File: config.mk
export PLATFORM = sky130hd
export DESIGN_NAME = axi_test_monitor
export DESIGN_NICKNAME = d
export VERILOG_FILES = /design/src/rtl/axi_test_monitor_pkg.sv /design/src/rtl/axi_hit_arbiter.sv /design/src/rtl/axi_test_monitor.sv
export SDC_FILE = /design/constraint.sdc
export NUM_CORES = 1
export LEC_CHECK = 0
export ABC_AREA = 1
export CORE_MARGIN = 5
export CORE_UTILIZATION = 35
export DETAILED_ROUTE_END_ITERATION = 10
export PLACE_DENSITY = 0.75
export SYNTH_ARGS = -nofsm -noshare
export SYNTH_HDL_FRONTEND = slang
export SYNTH_HIERARCHICAL = 1
export SYNTH_SLANG_ARGS = --single-unit
export TNS_END_PERCENT = 20
File: constraint.sdc
create_clock -name CLK -period 1.6 [get_ports CLK]
set_input_delay 0.24 -clock CLK [delete_from_list [all_inputs] [get_ports CLK]]
set_output_delay 0.24 -clock CLK [all_outputs]
set_load 0.03 [all_outputs]
File: src/rtl/axi_test_monitor_pkg.sv
// Shared types for the AXI test-completion monitor: result codes, FSM states, mailbox addresses.
// Latency: none, declarations and pure helper functions only.
// Backpressure: not applicable.
package axi_test_monitor_pkg;

    // Encoding presented on RESULT
    typedef enum logic [1:0] {
        RES_NONE    = 2'd0,
        RES_PASS    = 2'd1,
        RES_FAIL    = 2'd2,
        RES_TIMEOUT = 2'd3
    } result_e;

    // Monitor FSM states; the last three are terminal until reset
    typedef enum logic [2:0] {
        ST_RUN      = 3'd0,
        ST_WAIT_W   = 3'd1,
        ST_PASSED   = 3'd2,
        ST_FAILED   = 3'd3,
        ST_TIMEDOUT = 3'd4
    } state_e;

    localparam logic [31:0] DEF_PASS_ADDR = 32'hFF00_0000;
    localparam logic [31:0] DEF_FAIL_ADDR = 32'hFF00_1000;

    // Map the latched mailbox kind onto the result code
    function automatic result_e kind_result(input logic is_fail);
        return is_fail ? RES_FAIL : RES_PASS;
    endfunction

    // Cycle counter increment that sticks at all-ones
    function automatic logic [31:0] sat_inc(input logic [31:0] v);
        return (v == 32'hFFFF_FFFF) ? v : v + 32'd1;
    endfunction

endpackage

File: src/rtl/axi_hit_arbiter.sv
// Fixed-priority arbiter: picks the lowest-index asserted request and encodes it as binary.
// Latency: purely combinational.
// Backpressure: none, requests are observations and are never stalled.
module axi_hit_arbiter #(
    parameter int unsigned N     = 2,
    parameter int unsigned IDX_W = 1
) (
    input  logic [N-1:0]     req_i,
    output logic             any_o,
    output logic [IDX_W-1:0] idx_o
);

    // Scan from the top down so the lowest asserted index is the last writer
    always_comb begin
        idx_o = '0;
        any_o = |req_i;
        for (int i = int'(N) - 1; i >= 0; i--) begin
            if (req_i[i]) begin
                idx_o = IDX_W'(i);
            end
        end
    end

endmodule

File: src/rtl/axi_test_monitor.sv
// Passive AXI write snooper: detects pass/fail mailbox writes, captures exit code, optional run timeout.
// Latency: DONE/RESULT/EXIT_CODE register one cycle after the deciding handshake edge.
// Backpressure: none; never drives AXI, only observes VALID&READY handshakes.
module axi_test_monitor
    import axi_test_monitor_pkg::*;
#(
    parameter int unsigned NUM_CH      = 2,
    parameter int unsigned ADDR_W      = 32,
    parameter int unsigned DATA_W      = 64,
    parameter logic [31:0] PASS_ADDR   = DEF_PASS_ADDR,
    parameter logic [31:0] FAIL_ADDR   = DEF_FAIL_ADDR,
    parameter int unsigned TIMEOUT_CYC = 0,
    localparam int unsigned HIT_W      = (NUM_CH > 1) ? $clog2(NUM_CH) : 1
) (
    input  logic                           CLK,
    input  logic                           RESETn,
    input  logic [NUM_CH-1:0]              AWVALID,
    input  logic [NUM_CH-1:0]              AWREADY,
    input  logic [NUM_CH-1:0][ADDR_W-1:0]  AWADDR,
    input  logic [NUM_CH-1:0]              WVALID,
    input  logic [NUM_CH-1:0]              WREADY,
    input  logic [NUM_CH-1:0][DATA_W-1:0]  WDATA,
    output logic                           DONE,
    output logic [1:0]                     RESULT,
    output logic [31:0]                    EXIT_CODE,
    output logic [HIT_W-1:0]               HIT_CH,
    output logic [31:0]                    CYCLES
);

    state_e            state_q;
    logic              done_q;
    result_e           result_q;
    logic [31:0]       exit_q;
    logic [HIT_W-1:0]  hit_ch_q;
    logic              hit_fail_q;
    logic [31:0]       cycles_q;

    logic [NUM_CH-1:0] hit_vec;
    logic [NUM_CH-1:0] w_hs;
    logic              arb_any;
    logic [HIT_W-1:0]  arb_idx;
    logic              arb_is_fail;
    logic              timeout_now;

    // Per-channel mailbox hits (AW handshake to either mailbox) and W handshakes
    always_comb begin
        hit_vec = '0;
        w_hs    = WVALID & WREADY;
        for (int i = 0; i < int'(NUM_CH); i++) begin
            hit_vec[i] = AWVALID[i] & AWREADY[i] &
                         ((AWADDR[i] == ADDR_W'(PASS_ADDR)) || (AWADDR[i] == ADDR_W'(FAIL_ADDR)));
        end
    end

    axi_hit_arbiter #(
        .N     (NUM_CH),
        .IDX_W (HIT_W)
    ) u_arb (
        .req_i (hit_vec),
        .any_o (arb_any),
        .idx_o (arb_idx)
    );

    // Kind of the winning hit and the timeout condition for this cycle
    always_comb begin
        arb_is_fail = (AWADDR[arb_idx] == ADDR_W'(FAIL_ADDR));
        timeout_now = (TIMEOUT_CYC != 0) && (cycles_q == 32'(TIMEOUT_CYC - 1));
    end

    // Monitor FSM; all status outputs are registered here. A completing W
    // handshake beats a timeout that lands on the same edge.
    always_ff @(posedge CLK or negedge RESETn) begin
        if (!RESETn) begin
            state_q    <= ST_RUN;
            done_q     <= 1'b0;
            result_q   <= RES_NONE;
            exit_q     <= '0;
            hit_ch_q   <= '0;
            hit_fail_q <= 1'b0;
            cycles_q   <= '0;
        end else begin
            case (state_q)
                ST_RUN: begin
                    cycles_q <= sat_inc(cycles_q);
                    if (arb_any && w_hs[arb_idx]) begin
                        state_q  <= arb_is_fail ? ST_FAILED : ST_PASSED;
                        done_q   <= 1'b1;
                        result_q <= kind_result(arb_is_fail);
                        exit_q   <= 32'(WDATA[arb_idx]);
                        hit_ch_q <= arb_idx;
                    end else if (timeout_now) begin
                        state_q  <= ST_TIMEDOUT;
                        done_q   <= 1'b1;
                        result_q <= RES_TIMEOUT;
                    end else if (arb_any) begin
                        state_q    <= ST_WAIT_W;
                        hit_ch_q   <= arb_idx;
                        hit_fail_q <= arb_is_fail;
                    end
                end
                ST_WAIT_W: begin
                    cycles_q <= sat_inc(cycles_q);
                    if (w_hs[hit_ch_q]) begin
                        state_q  <= hit_fail_q ? ST_FAILED : ST_PASSED;
                        done_q   <= 1'b1;
                        result_q <= kind_result(hit_fail_q);
                        exit_q   <= 32'(WDATA[hit_ch_q]);
                    end else if (timeout_now) begin
                        state_q  <= ST_TIMEDOUT;
                        done_q   <= 1'b1;
                        result_q <= RES_TIMEOUT;
                    end
                end
                default: begin
                    // Terminal: everything frozen until reset
                    state_q <= state_q;
                end
            endcase
        end
    end

    assign DONE      = done_q;
    assign RESULT    = result_q;
    assign EXIT_CODE = exit_q;
    assign HIT_CH    = hit_ch_q;
    assign CYCLES    = cycles_q;

endmodule

== Word-level counts from Yosys, hierarchy flattened ==
Index checks and enable logic that the tools add are counted.

* Flip-flop bits (word level): 72
* Input port bits: 202

* Add/subtract/negate cells: 1
* $lt $le $gt $ge: 2
* Eq/ne operators: 10
* Muxes and demuxes: 31
* Bitwise operators: 7
* Reductions and logical operators: 13

{| class="wikitable"
|+ Operators with widths
! cell !! count
|-
| two-way mux 32 bit || 8
|-
| equality test 32 bit (second input constant) || 6
|-
| case mux 32 bit (2 select lines) || 1
|-
| adder 32 x 1 -> 32 bit (second input constant) || 1
|-
| two-way mux 1 bit || 12
|-
| two-way mux 3 bit || 3
|-
| AND reduction 3 bit || 3
|-
| two-way mux 2 bit || 4
|-
| case mux 3 bit (2 select lines) || 1
|-
| AND 1 bit || 4
|-
| less-than comparator 1 x 2 -> 1 bit (second input constant) || 2
|-
| inequality test 2 bit (second input constant) || 2
|-
| case mux 2 bit (2 select lines) || 1
|-
| AND reduction 2 bit || 2
|-
| nonzero test 2 bit || 2
|-
| OR reduction 2 bit || 2
|-
| equality test 3 x 1 -> 1 bit (second input constant) || 1
|-
| logical NOT 3 bit || 1
|-
| inequality test 3 bit (second input constant) || 1
|-
| AND 2 bit || 1
|-
| logical OR 1 bit || 2
|-
| inverter 1 bit || 2
|-
| case mux 1 bit (2 select lines) || 1
|-
| logical AND 1 bit || 1
|}

== Depth between registers and ports, before layout ==
* Depth after elaboration: 11
* Mapped depth: 19
* Mapped depth without buffers: 18

== Hierarchy ==
Netlist, hierarchy kept.

{| class="wikitable"
|+ Modules (own cells, without submodules)
! module !! times used !! cells each !! area an instance (µm²)
|-
| axi_test_monitor || 1 || 688 || 4,688.2
|-
| axi_hit_arbiter || 1 || 4 || 15.0
|}

== Worst setup path before layout ==
No wires, ideal clock.

* Path kind: input to register
* Start point: input port AWADDR[25] (netlist bit)
* End point: register done_q (netlist: DONE)
* Library setup time: 127 ps
* Arrival time: 1,768 ps
* Required time: 1,473 ps
* Slack: -295 ps
* Cell stages on the path: 10
* Buffers on the path: 1
* Path through: nand2_1 nor2_1 nand2_1 nor2_1 nor4b_1 nor2_1 o21ai_0 o21ai_2 buf_6 or2_2

* Word-level cells in the longest chain between the ends: 9
* Elaborated cells on any way between the ends: 11
* Classes of those cells: 3 x eq/ne; 3 x mux; 1 x bitwise; 4 x reduce/logical

{| class="wikitable"
|+ Ends and longest elaborated chain
! item !! line !! source
|-
| from (decl) || axi_test_monitor.sv:19 || <nowiki>input logic [NUM_CH-1:0][ADDR_W-1:0] AWADDR,</nowiki>
|-
| equality test 32 bit || axi_test_monitor.sv:51 || <nowiki>((AWADDR[i] == ADDR_W'(PASS_ADDR)) || (AWADDR[i] == ADDR_W'(FAIL_ADDR)));</nowiki>
|-
| logical OR 1 bit * || axi_test_monitor.sv:51 ||
|-
| AND 1 bit * || axi_test_monitor.sv:50 || <nowiki>hit_vec[i] = AWVALID[i] & AWREADY[i] &</nowiki>
|-
| named net hit_vec[0] || axi_test_monitor.sv:38 || <nowiki>logic [NUM_CH-1:0] hit_vec;</nowiki>
|-
| two-way mux 1 bit * || axi_hit_arbiter.sv:18 || <nowiki>if (req_i[i]) begin</nowiki>
|-
| named net arb_idx || axi_test_monitor.sv:41 || <nowiki>logic [HIT_W-1:0] arb_idx;</nowiki>
|-
| two-way mux 1 bit (implied by the code) * (2 in series) || axi_test_monitor.sv:85 || <nowiki>if (arb_any && w_hs[arb_idx]) begin</nowiki>
|-
| logical AND 1 bit * || axi_test_monitor.sv:85 ||
|-
| inequality test 2 bit (no source line) * || - ||
|-
| AND reduction 3 bit (no source line) * || - ||
|-
| to (signal assigned) || axi_test_monitor.sv:87 || <nowiki>done_q <= 1'b1;</nowiki>
|-
| to (signal assigned) || axi_test_monitor.sv:93 || <nowiki>done_q <= 1'b1;</nowiki>
|-
| to (signal assigned) || axi_test_monitor.sv:105 || <nowiki>done_q <= 1'b1;</nowiki>
|-
| to (decl) || axi_test_monitor.sv:31 || <nowiki>logic done_q;</nowiki>
|}

Mark *: on every way through the listed nets, which the timed path passes. The rest lies on a longest branch. The select of a mux whose other input is x is not followed.
A chain may end at the register's enable or synchronous reset.

== Worst setup path after layout ==
* Start point: input port AWADDR[48] (netlist bit)
* End point: register exit_q[3] (netlist: EXIT_CODE[3])

* Word-level cells in the longest chain between the ends: 10
* Elaborated cells on any way between the ends: 16
* Classes of those cells: 3 x eq/ne; 8 x mux; 1 x bitwise; 4 x reduce/logical

{| class="wikitable"
|+ Ends and longest elaborated chain
! item !! line !! source
|-
| equality test 32 bit || axi_test_monitor.sv:51 ||
|-
| logical OR 1 bit * || axi_test_monitor.sv:51 ||
|-
| AND 1 bit * || axi_test_monitor.sv:50 ||
|-
| named net hit_vec[1] || axi_test_monitor.sv:38 ||
|-
| two-way mux 1 bit * (2 in series) || axi_hit_arbiter.sv:18 ||
|-
| named net arb_idx || axi_test_monitor.sv:41 ||
|-
| two-way mux 1 bit (implied by the code) (2 in series) || axi_test_monitor.sv:85 ||
|-
| logical AND 1 bit || axi_test_monitor.sv:85 ||
|-
| inequality test 2 bit (no source line) || - ||
|-
| AND reduction 3 bit (no source line) || - ||
|-
| to (signal assigned) || axi_test_monitor.sv:89 || <nowiki>exit_q <= 32'(WDATA[arb_idx]);</nowiki>
|-
| to (signal assigned) || axi_test_monitor.sv:107 || <nowiki>exit_q <= 32'(WDATA[hit_ch_q]);</nowiki>
|-
| to (decl) || axi_test_monitor.sv:33 || <nowiki>logic [31:0] exit_q;</nowiki>
|}

Marked as above.

==> run metrics <==
status finished with violations; failing checks negative setup slack; largest net degree at the start of global routing 72; drt via density 4.953; clock tree sinks 71; CP endpoint kind flop; Slew Limit Fails 0; CP max stage delay between 0.2 and 0.3 ns; layout cells sized above 1 between 20% and 30%; Fmax achieved between 0.5 and 0.6 GHz; initial antenna violation count 0; final worst path period share 120.8%; core region area about 13000 um2; most frequent cells in the layout 145 x nand2_1, 95 x buf_4, 75 x nor2_1, 75 x dlygate4sd2_1, 70 x clkdlybuf4s50_1; GPL Wtd Cong ~0.94; share of flip-flops with an asynchronous set or reset 100.0%; Clock Latency Late Sink between 0.3 and 0.4 ns; GRT Util Overall roughly 22%; Syn. warnings 6; crit path DAT ~2.1 ns; CP Buf/Inv Count 4; WL final between 15000 and 20000 um; DRC violation total after the first TritonRoute iteration 342; Placed Area 7418 um2; design area ~8300 um2; register area share after synthesis a little under two fifths; fillers around 1100; Power Total roughly 4.5 mW; final setup fails 38; mapped cell area ~4700 um2; worst hold margin ~0.46 ns; RSZ-0062 raised after global routing true; Port-buffer cells ~210; critical path launch point type primary input; Cell Chain, Critical Path buf_6 -> nor2_2 -> nand2_1 -> nor2_2 -> nand3_2 -> nor3_4 -> inv_2 -> nor2_4 -> o21ai_4 -> o21ai_4 -> buf_4 -> buf_16 -> a31oi_1; kind of critical path in -> reg; worst min path class in -> async; Ports 270; Row Count 42; Multi-input gate area ~2800 um2; final core occ a little over three fifths; ant diodes 0; P per Cell Area around 540 nW/um2; measured slew at the worst slew-check pin between 0.4 and 0.5 ns; fin worst setup slack -0.3334 ns; Syn Nets around 900; CTS max path bufs 2; clock tree root driver cell clkbuf_16; R2R Path Start state_q[1]; Slew HR between 70 and 80%; max-cap violations 0; detailed placement HPWL 12230 um; Initial Util a little over a third; drt wl/cell about 16 um; Req. time, crit path 1.81 ns; die width between 100 and 150 um; Leakage a little over 4 nW; Post-synth EDFFs 0; worst reg-to-reg setup slack -0.09 ns; Avg Cell Area, Syn around 6.8 um2; slowest library cell on the worst path o21ai_4; antenna viol nets, final 0; Crit path max-delay family simple AND/OR/NAND/NOR gates; Clock transition at path regs 0.06 ns; first-pass GRT wire length between 20000 and 30000 um; crit path launch AWADDR[48]; Layout Nets 1202; Die Area roughly 16000 um2; Cell variety after synth 31; residual DRC count 0; Max VDD drop roughly 0.45 mV; vias in the first global route 5824; first drt pass iteration count 5; number of synthesized register bits between 70 and 80; Num CTS Buffers 9; grt ovf 0; min Tclk post-route ~1.9 ns; Area Overhead vs Synth 77.17%; Seq. cell area 1782 um2; prevailing post-synth register cell dfrtp_1; CTS H-Tree Depth 3; TritonCTS clock tree done; crit-path max FO 13; most common cell after layout, fill and taps aside nand2_1; vias roughly 5800; Die Ht 125.9 um; Fin. Hold Viols 0; Worst Skew 0.007839 ns; synthesized instance count roughly 690
[worst reg2reg max path: stages, from the launching register on]
cell and delay (ns):
dfrtp_1 0.44, nor2_1 0.29, nand2_2 0.14, o21ai_4 0.28, buf_4 0.20, buf_16 0.14, a31oi_1 0.08
[synthesized netlist by cell type, types with 7 or more instances]
master	count	share of area, %
a21oi_1	66	7.0
a31oi_1	32	4.3
buf_6	7	1.7
clkbuf_1	12	0.96
dfrtp_1	71	38
inv_1	69	5.5
inv_2	7	0.56
nand2_1	160	13
nand3_1	12	1.3
nand4_1	10	1.3
nor2_1	100	8.0
nor3_1	12	1.3
o21ai_0	69	7.3
o21ai_1	8	0.85
xnor2_1	8	1.5
xor2_1	14	2.6
[cell type report]
class,instances,area share [%]
clock inverters,3,0.2402
well taps,176,2.643
multi-input cells,513,33.41
repair buffers,328,35.62
clock buffers,12,3.078
flip-flops and latches,71,21.38
inverters,76,3.634
[through the flow]
| step | setup slack (ns) | setup TNS [ns] | std cells |
|---|---|---|---|
| after CTS | -0.1828 | -5.301 | 1177 |
| after detailed placement | -0.9139 | -35.62 | 1105 |
| after global placement | -0.8331 | -32.55 | 1105 |
| after global routing | -0.4413 | -15.94 | 1179 |
| after floorplan | -0.1694 | -7.001 | 692 |
| final | -0.3334 | -11.44 | 1179 |
[power breakdown]
group	leakage (nW)	internal, mW	total (mW)	switching [mW]
Sequential	0.945	1.84	1.87	0.0294
Combinational	3.05	0.402	0.752	0.349
Clock	0.131	1.12	1.89	0.770
Total	4.13	3.37	4.52	1.15
[registers in the layout (all words and copies together), names as in the netlist]
register    cells
CYCLES         32
DONE            1
EXIT_CODE      32
HIT_CH          1
RESULT          2
hit_fail_q      1
state_q         2
[logic make-up (layout without fill, tap and decap cells)]
family,Yosys count,in the layout,share of synthesized area (%)
DFF,71,71,37.78
AOI/OAI and AO/OA,177,177,19.85
muxes,1,1,0.2128
and+or+nand+nor,312,312,27.72
buffers and inverters,108,419,10.08
xor gates and xnor gates,22,22,4.097
adders and majority gates,1,1,0.2660
[metal layers]
layer	vias to the layer above	share of wire [%]	track usage [%]	wire [um]
met3	48	8.7	7.028	1619
met4	0	3.2	8.076	589
met5	-	0	0	0
met2	235	50	39.03	9387
li1	2877	-	-	-
met1	2679	38	24.93	7015
[path summary, 6_finish.rpt]
| check | endpoint | depth (start not counted) |
|---|---|---|
| max | EXIT_CODE[3] | 13 |
| min | CYCLES[5] | 3 |
| max reg2reg | EXIT_CODE[3] | 6 |
| min reg2reg | DONE | 1 |
| max in group asynchronous | EXIT_CODE[30] | 3 |
| min in group CLK | DONE | 1 |
[what timing repair did]
item | in CTS | in global routing
endpoints found under the setup margin | 137 | 73
pin swaps | 34 | 34
buffers inserted | 52 | 5
cloned | 4 | 1
resized for setup | 266 | 108
hold endpoints to repair | 71 | 0
hold buffers | 1 | 0
Note: power is estimated with default switching activity, not from simulation.
